===== src/rtl/adrv9001_ctrl_pkg.sv =====
// Shared types, pin indices and parameter helpers for the ADRV9001 control-pin sequencer.
package adrv9001_ctrl_pkg;

  typedef enum logic [1:0] {OFF, ARM, ON, GUARD} chan_state_t;
  typedef enum logic [1:0] {R_ASSERT, R_SETTLE, R_DONE} rst_state_t;

  localparam int CH_RX1 = 3;
  localparam int CH_RX2 = 2;
  localparam int CH_TX1 = 1;
  localparam int CH_TX2 = 0;

  localparam int CTRL_RSTN_BIT = 0;

  // A zero-length phase would never let the counter match, so zero behaves as one.
  function automatic int at_least_one(input int v);
    return (v < 1) ? 1 : v;
  endfunction

  function automatic int max2(input int a, input int b);
    return (a > b) ? a : b;
  endfunction

endpackage


===== src/rtl/adrv9001_en_chan.sv =====
// One ADRV9001 enable-pin channel: OFF -> ARM (setup delay) -> ON -> GUARD (minimum low time).
module adrv9001_en_chan
  import adrv9001_ctrl_pkg::*;
#(
  parameter int SETUP_CYCLES = 16,
  parameter int GUARD_CYCLES = 32
) (
  input  logic       clk,
  input  logic       rst,
  input  logic       en_req,
  input  logic       ready,
  input  logic       inhibit,
  output logic       pin,
  output logic [1:0] state
);

  localparam int SETUP_N = at_least_one(SETUP_CYCLES);
  localparam int GUARD_N = at_least_one(GUARD_CYCLES);
  localparam int CNT_W   = $clog2(max2(SETUP_N, GUARD_N)) + 1;
  localparam logic [CNT_W-1:0] SETUP_LAST = CNT_W'(SETUP_N - 1);
  localparam logic [CNT_W-1:0] GUARD_LAST = CNT_W'(GUARD_N - 1);

  chan_state_t      st;
  logic [CNT_W-1:0] cnt;
  logic [CNT_W-1:0] cnt_inc;

  assign cnt_inc = (&cnt) ? cnt : cnt + CNT_W'(1);
  assign state   = st;

  // Losing ready drops the pin on the very edge it is seen, whatever the channel was doing.
  always_ff @(posedge clk) begin
    if (rst || !ready) begin
      st  <= OFF;
      cnt <= '0;
      pin <= 1'b0;
    end else begin
      case (st)
        OFF: begin
          if (en_req && !inhibit) begin
            st  <= ARM;
            cnt <= '0;
          end
        end
        ARM: begin
          if (!en_req) begin
            st <= OFF;
          end else if (cnt == SETUP_LAST) begin
            st  <= ON;
            pin <= 1'b1;
          end else begin
            cnt <= cnt_inc;
          end
        end
        ON: begin
          if (!en_req) begin
            st  <= GUARD;
            cnt <= '0;
            pin <= 1'b0;
          end
        end
        GUARD: begin
          if (cnt == GUARD_LAST) begin
            st <= OFF;
          end else begin
            cnt <= cnt_inc;
          end
        end
      endcase
    end
  end

endmodule


===== src/rtl/adrv9001_ctrl_seq.sv =====
// ADRV9001 control-pin sequencer: RSTN pulse/settle, four timed enable pins and a sticky IRQ flag.
// Optional TX/RX mutual exclusion per channel is enabled by defining ADRV9001_TRX_INTERLOCK_EN.
module adrv9001_ctrl_seq
  import adrv9001_ctrl_pkg::*;
#(
  parameter int SETUP_CYCLES  = 16,
  parameter int GUARD_CYCLES  = 32,
  parameter int RST_CYCLES    = 1024,
  parameter int SETTLE_CYCLES = 4096
) (
  input  logic       clk,
  input  logic       rst,
  input  logic       rst_req,
  input  logic [3:0] en_req,
  input  logic       irq_in,
  input  logic       irq_clr,
  output logic [4:0] ctrl_o,
  output logic [3:0] en_state,
  output logic       ready,
  output logic       irq_sticky
);

  localparam int RST_N    = at_least_one(RST_CYCLES);
  localparam int SETTLE_N = at_least_one(SETTLE_CYCLES);
  localparam int RCNT_W   = $clog2(max2(RST_N, SETTLE_N)) + 1;
  localparam logic [RCNT_W-1:0] RST_LAST    = RCNT_W'(RST_N - 1);
  localparam logic [RCNT_W-1:0] SETTLE_LAST = RCNT_W'(SETTLE_N - 1);

  rst_state_t        rst_st;
  logic [RCNT_W-1:0] rcnt;
  logic [RCNT_W-1:0] rcnt_inc;
  logic              rstn;

  assign rcnt_inc = (&rcnt) ? rcnt : rcnt + RCNT_W'(1);

  always_ff @(posedge clk) begin
    if (rst || rst_req) begin
      rst_st <= R_ASSERT;
      rcnt   <= '0;
      rstn   <= 1'b0;
      ready  <= 1'b0;
    end else begin
      case (rst_st)
        R_ASSERT: begin
          if (rcnt == RST_LAST) begin
            rst_st <= R_SETTLE;
            rcnt   <= '0;
            rstn   <= 1'b1;
          end else begin
            rcnt <= rcnt_inc;
          end
        end
        R_SETTLE: begin
          if (rcnt == SETTLE_LAST) begin
            rst_st <= R_DONE;
            ready  <= 1'b1;
          end else begin
            rcnt <= rcnt_inc;
          end
        end
        R_DONE: begin
          ready <= 1'b1;
        end
        default: begin
          rst_st <= R_ASSERT;
          rcnt   <= '0;
          rstn   <= 1'b0;
          ready  <= 1'b0;
        end
      endcase
    end
  end

  // Masking with rst_req lets the enable pins fall on the same edge that RSTN falls.
  logic       chan_ready;
  logic [3:0] pins;
  logic [3:0] inhibit;
  logic [1:0] chan_state [4];

  assign chan_ready = ready && !rst_req;

  for (genvar i = 0; i < 4; i++) begin : g_chan
    adrv9001_en_chan #(
      .SETUP_CYCLES(SETUP_CYCLES),
      .GUARD_CYCLES(GUARD_CYCLES)
    ) u_chan (
      .clk    (clk),
      .rst    (rst),
      .en_req (en_req[i]),
      .ready  (chan_ready),
      .inhibit(inhibit[i]),
      .pin    (pins[i]),
      .state  (chan_state[i])
    );
    assign en_state[i] = (chan_state[i] == ON);
  end

`ifdef ADRV9001_TRX_INTERLOCK_EN
  // TX only looks at RX state; RX also yields to a same-cycle TX request so TX wins ties.
  assign inhibit[CH_TX1] = (chan_state[CH_RX1] != OFF);
  assign inhibit[CH_TX2] = (chan_state[CH_RX2] != OFF);
  assign inhibit[CH_RX1] = (chan_state[CH_TX1] != OFF) || en_req[CH_TX1];
  assign inhibit[CH_RX2] = (chan_state[CH_TX2] != OFF) || en_req[CH_TX2];
`else
  assign inhibit = '0;
`endif

  assign ctrl_o[CTRL_RSTN_BIT] = rstn;
  assign ctrl_o[4:1]           = {pins[CH_RX1], pins[CH_RX2], pins[CH_TX1], pins[CH_TX2]};

  logic irq_s1;
  logic irq_s2;
  logic irq_s3;

  // A fresh edge beats a simultaneous clear so no IRQ is ever lost.
  always_ff @(posedge clk) begin
    if (rst) begin
      irq_s1     <= 1'b0;
      irq_s2     <= 1'b0;
      irq_s3     <= 1'b0;
      irq_sticky <= 1'b0;
    end else begin
      irq_s1 <= irq_in;
      irq_s2 <= irq_s1;
      irq_s3 <= irq_s2;
      if (irq_s2 && !irq_s3) begin
        irq_sticky <= 1'b1;
      end else if (irq_clr) begin
        irq_sticky <= 1'b0;
      end
    end
  end

endmodule


===== config.mk =====
export PLATFORM = sky130hd
export DESIGN_NAME = adrv9001_ctrl_seq
export DESIGN_NICKNAME = d
export VERILOG_FILES = /design/src/rtl/adrv9001_ctrl_pkg.sv /design/src/rtl/adrv9001_en_chan.sv /design/src/rtl/adrv9001_ctrl_seq.sv
export SDC_FILE = /design/constraint.sdc
export NUM_CORES = 1
export LEC_CHECK = 0
export ABC_AREA = 1
export BUFFER_PORTS_ARGS = -buffer_cell sky130_fd_sc_hd__buf_2
export CAP_MARGIN = 10
export CORE_ASPECT_RATIO = 0.75
export CORE_MARGIN = 2
export CORE_UTILIZATION = 45
export DETAILED_ROUTE_END_ITERATION = 7
export PLACE_DENSITY = 0.61
export SLEW_MARGIN = 20
export SYNTH_ARGS = -nofsm -noshare
export SYNTH_HDL_FRONTEND = slang
export SYNTH_HIERARCHICAL = 1
export SYNTH_SLANG_ARGS = --single-unit

===== constraint.sdc =====
create_clock -name clk -period 2 [get_ports clk]
set_input_delay 0.4 -clock clk [delete_from_list [all_inputs] [get_ports clk]]
set_output_delay 0.4 -clock clk [all_outputs]
set_load 0.01 [all_outputs]

==> results_dict.tcl, run 1 <==
set metrics [dict create \
    status "finished clean" \
    reg2reg_to "rcnt[9]$_SDFFE_PP0P_" \
    initial_core_util 0.464 \
    syn_inst 596 \
    crit_required_ns 2.21 \
    final-setup-viol-count 0 \
    fin_crit_sh 0.835 \
    yosys_warnings 6 \
    antenna_cells 0 \
    path_depth 12 \
    dieArea_mm2 0.00953 \
    drtPass1Iterations 5 \
    clockBufferDepth 2 \
    grt_pass1_vias 3362 \
    antenna_found_initial 0 \
    synth_simple_gate_area_frac 0.469 \
    arrival_ns 1.88 \
    cts.repair.resized 0 \
    synth_top_area_cell "dfxtp_1" \
    crit_slowest_cell "dfxtp_1" \
    fp.coreArea_mm2 0.00849 \
    drc 0 \
    synth_xor_xnor_area_share 0.00444 \
    cp-startpoint "rcnt[0]$_SDFFE_PP0P_" \
    ctsHoldBuffers 0 \
    htreeDepth 3 \
    path_max_fanout 5 \
    cts_inserted_buffers 9 \
    synth_commonest_cells "116 x nand2_1, 107 x nor2_1, 83 x inv_1" \
    die_w_um 112 \
    fin_area_mm2 0.00441 \
    ys.flop_type "dfxtp_1" \
    hold_end "irq_s1$_SDFF_PP0_" \
    fmax_mhz 599 \
    cts_sinks 57 \
    synth_top_family_by_area "simple AND/OR/NAND/NOR gates" \
    nets 641 \
    synth-adder-area-share 0.0254 \
    num_vias 3686 \
    period_minus_slack_ns 1.67 \
    antenna_left 0 \
    wirelength_mm 8.59 \
    clkTransAtPathRegs_ns 0.05 \
    synth_cell_type_count 34 \
    end_kind "register" \
    ys_seq_elements 57 \
    vias_per_cell 5.00 \
    skew_ns 0.00501 \
    synthMuxAreaShare 0 \
    ff2ff_path_depth 12 \
    root_buffer "clkbuf_16" \
    hp-start "irq_in" \
    synthTopCellsByArea "dfxtp_1 29%, nand2_1 11%, nor2_1 10%, inv_1 7.9%, nand3_1 5.1%" \
    gr-usage-all-layers 0.194 \
    yosysSeqAreaShare 0.290 \
    rsz0062_at_grt "false" \
    cap_violations 0 \
    fp.dieH_um 85.1 \
    cp-start-kind "register" \
    wl_per_cell_um 11.6 \
    grt_max_degree 15 \
    async_flop_share 0 \
    synth-edff-count 0 \
    hpwlAfterDp_mm 6.49 \
    gp_congestion 0.884 \
    ios 20 \
    leakage_nw 1.76 \
    overflow 0 \
    port_buffers 19 \
    cts_tree "yes" \
    crit_top_cell "nand2_4" \
    crit_chain "ha_1 -> nand2_1 -> nor2_4 -> nand2_4 -> inv_6 -> nand2_2 -> nand2_4 -> nand3_2 -> nand2_4 -> inv_2 -> nand2_1 -> nor2_1" \
    syn_area_per_cell_um2 6.61 \
    tns_ns 0 \
    path_buf_inv 2 \
    synth_compound_area_frac 0.0908 \
    hold_viol 0 \
    critical_path.top_delay_family "simple AND/OR/NAND/NOR gates" \
    drive_gt1_frac 0.194 \
    synth_top_area_share 0.290 \
    drtIter0Drc 254 \
    min_path_type "in2reg" \
    grt_pass1_wl_mm 15.2 \
    rrSetupSlack_ns 0.33 \
    area.growth.synth_to_final_pct 12.0 \
    post_cts_buffers 0 \
    post-synth-top-count-cell "nand2_1" \
    holdPathStages 3 \
    worstSetupPathType "reg2reg" \
    power.density_mw_per_mm2 621 \
    r2r_start "rcnt[0]$_SDFFE_PP0P_" \
    placed_area_mm2 0.00412 \
    peakVddDrop_v 0.000518 \
    num_rows 29 \
    slowest_delay_ns 0.38 \
    synthesis.area_mm2 0.00394 \
    insertion_delay_ns 0.32 \
    drv_slew 0 \
]
## state kept, by name (all words and copies together) (netlist names), 2 cells and up, named ones only
register and flops:
g_chan.u_chan/cnt 24, g_chan.u_chan/pin 4, g_chan.u_chan/state 4, rcnt 13, rst_st 2
## tightest hold or removal path: stages
cell,delay (ns)
buf_2,0.07
inv_1,0.05
nor2_1,0.07
## where the power goes
part	internal (mW)	leakage [nW]	switching, mW
clock	0.993	0.144	0.504
combinational	0.0321	1.15	0.0669
sequential	1.14	0.460	0.00284
## metrics by stage
stage	worst slack, ns	std cells	hold WS (ns)	util	power (mW)
2_1_floorplan	0.546	599	0.388	-	1.24
3_3_place_gp	0.447	721	0.404	0.486	1.27
3_5_place_dp	0.369	721	0.397	0.486	1.27
4_1_cts	0.325	737	0.312	0.520	2.78
5_1_grt	0.200	737	0.320	0.520	2.84
6_report	0.329	737	0.310	0.520	2.74
## layout by cell type (no fill, tap or decap), types with 15 or more instances in the layout
cell / synthesis / final
a21oi_1: 20 / 20
inv_1: 83 / 83
nand2_1: 116 / 116
buf_2: 0 / 19
nand3_2: 15 / 15
nor2_1: 107 / 107
dfxtp_1: 57 / 57
nand4_1: 22 / 22
o21ai_0: 16 / 16
nand3_1: 40 / 40
## area by class of cell
type                            count  area (um2)
Clock buffer                       13         250
Multi-Input combinational cell    436        2340
Inverter                           96         375
Sequential cell                    57        1140
Tap cell                          108         135
Clock inverter                      3        40.0
Fill cell                         864        4080
Timing Repair Buffer               24         133
## cells by family after synthesis
family,Yosys count
other cells,1
xor+xnor,2
simple gates,362
compound gates,60
buf+inv,106
fa+ha+maj,8
flops,57
## worst max path at each step
stage / end
floorplan: rcnt[9]$_SDFFE_PP0P_
global placement: rcnt[9]$_SDFFE_PP0P_
detailed placement: rcnt[9]$_SDFFE_PP0P_
CTS: rcnt[9]$_SDFFE_PP0P_
global route: rcnt[9]$_SDFFE_PP0P_
finish: rcnt[9]$_SDFFE_PP0P_
## metal layers
layer / routed length [um] / GRT usage
met1: 4510 / 0.274
met2: 3630 / 0.299
met3: 344 / 0.0479
met4: 98 / 0.0532
met5: 0 / 0
Power figures use the tool's default switching activity.
==> run 2, diff against run 1 <==
==> constraint.sdc (replaced) <==
create_clock -name clk -period 1.56 [get_ports clk]
set_input_delay 0.312 -clock clk [delete_from_list [all_inputs] [get_ports clk]]
set_output_delay 0.312 -clock clk [all_outputs]
set_load 0.01 [all_outputs]
==> results_dict.tcl, run 2 (synthesis results as in run 1) <==
set metrics [dict create \
    fp.coreArea_mm2 0.00849 \
    nFillCells 822 \
    tns_ns 0 \
    clockBufferDepth 2 \
    die_w_um 112 \
    root_buffer "clkbuf_16" \
    ios 20 \
    period_minus_slack_ns 1.49 \
    num_rows 29 \
    stdcell_count 764 \
    path_max_fanout 5 \
    skew_ns 0.00592 \
    peakVddDrop_v 0.000715 \
    largest-register "g_chan.u_chan/cnt" \
    num_vias 3819 \
    crit_chain "ha_4 -> nand2_2 -> nor2_4 -> nand2_4 -> inv_6 -> nand2_2 -> nand2_4 -> nand3_2 -> nand2_4 -> buf_4 -> a21oi_2" \
    drtPass1Iterations 4 \
    power.density_mw_per_mm2 803 \
    reg.largest.list "g_chan.u_chan/cnt (24), rcnt (13)" \
    hold_viol 0 \
    drtIter0Drc 246 \
    power_mw 3.78 \
    min_path_type "in2reg" \
    initial_core_util 0.464 \
    dp.cells 742 \
    wl_per_cell_um 11.5 \
    end_kind "register" \
    worstSetupPathType "reg2reg" \
    top_layer_used "met4" \
    leakage_nw 1.91 \
    grt_max_degree 15 \
    cts_tree "yes" \
    antenna_found_initial 0 \
    port_buffers 19 \
    route.met3.wl_um 422 \
    insertion_delay_ns 0.33 \
    fp.dieH_um 85.1 \
    vias_per_cell 5.00 \
    drive_gt1_frac 0.250 \
    clkTransAtPathRegs_ns 0.05 \
    overflow 0 \
    crit_top_cell "nand2_4" \
    wirelength_mm 8.82 \
    ctsHoldBuffers 0 \
    gr-usage-all-layers 0.196 \
    gp_congestion 0.910 \
    fmax_mhz 671 \
    antenna_cells 0 \
    final-setup-viol-count 0 \
    area.growth.synth_to_final_pct 19.4 \
    htreeDepth 3 \
    cap_violations 0 \
    nets 668 \
    hpwlAfterDp_mm 6.67 \
    drv_slew 0 \
    dieArea_mm2 0.00953 \
    arrival_ns 1.70 \
    route.met2.wl_mm 3.92 \
    grt_pass1_wl_mm 15.5 \
    cp-start-kind "register" \
    cts_inserted_buffers 9 \
    largest_reg_flops 24 \
    slowest_delay_ns 0.36 \
    grt_pass1_vias 3496 \
    drc 0 \
    final_common_cell "nand2_1" \
    status "finished clean" \
    cts_sinks 57 \
    drt-met1-wl_mm 4.34 \
    fin_crit_sh 0.955 \
    layout_common_cells "115 x nand2_1, 107 x nor2_1, 82 x inv_1, 53 x dfxtp_1, 40 x nand3_1" \
    antenna_left 0 \
    crit_required_ns 1.77 \
    crit_slowest_cell "dfxtp_4" \
]
[run 2: final timing paths]
kind	startpoint	endpoint	slack [ns]	cells past startpoint
max	rcnt[1]$_SDFFE_PP0P_	rcnt[0]$_SDFFE_PP0P_	0.07	11
min	irq_clr	irq_sticky$_SDFFE_PP0P_	0.23	4
max reg2reg	rcnt[1]$_SDFFE_PP0P_	rcnt[0]$_SDFFE_PP0P_	0.07	11
min reg2reg	irq_s1$_SDFF_PP0_	irq_s2$_SDFF_PP0_	0.41	2
[run 2: routing by layer]
metal / up-vias / global-route usage
met2: 72 / 0.315
li1: 2009 / -
met5: - / 0
met1: 1724 / 0.262
met3: 14 / 0.0536
met4: 0 / 0.0565
[run 2: where the power goes]
group | total (mW) | internal [mW] | leakage, nW | switching (mW)
Clock | 2.17 | 1.48 | 0.162 | 0.692
Sequential | 1.47 | 1.46 | 0.462 | 0.00393
Combinational | 0.141 | 0.0524 | 1.29 | 0.0889
Total | 3.78 | 2.99 | 1.91 | 0.785
[run 2: repair_timing]
action,CTS,global route
pin swaps,2,3
buffers inserted,2,4
resized for setup,3,13
endpoints found under the hold margin,0,0
setup endpoints to repair,6,23
[run 2: layout make-up]
class / instances / area (um2) / area share
well taps: 108 / 135 / 0.0287
clock inverters: 5 / 77.6 / 0.0165
multi-input cells: 436 / 2380 / 0.505
flip-flops and latches: 57 / 1150 / 0.244
inverters: 96 / 378 / 0.0803
clock buffers: 11 / 253 / 0.0537
repair buffers: 51 / 335 / 0.0713
[run 2: worst max-delay path, delay by kind of cell, from the launching register on]
kind,cells,cell delay [ns]
buffers and inverters,2,0.21
adder cells (fa/ha/maj),1,0.14
AO/OA/AOI/OAI,1,0.03
AND/OR/NAND/NOR,7,0.64
flip-flops,1,0.36
[run 2: through the flow]
stage / area, um2 / util / worst slack (ns) / hold slack [ns]
detailed placement: 4280 / 0.504 / -0.0190 / 0.406
global route: 4700 / 0.554 / -0.0260 / 0.260
floorplan: 3950 / - / 0.106 / 0.383
CTS: 4630 / 0.546 / 0.00304 / 0.226
global placement: 4280 / 0.504 / 0.0476 / 0.395
finish: 4700 / 0.554 / 0.0701 / 0.233
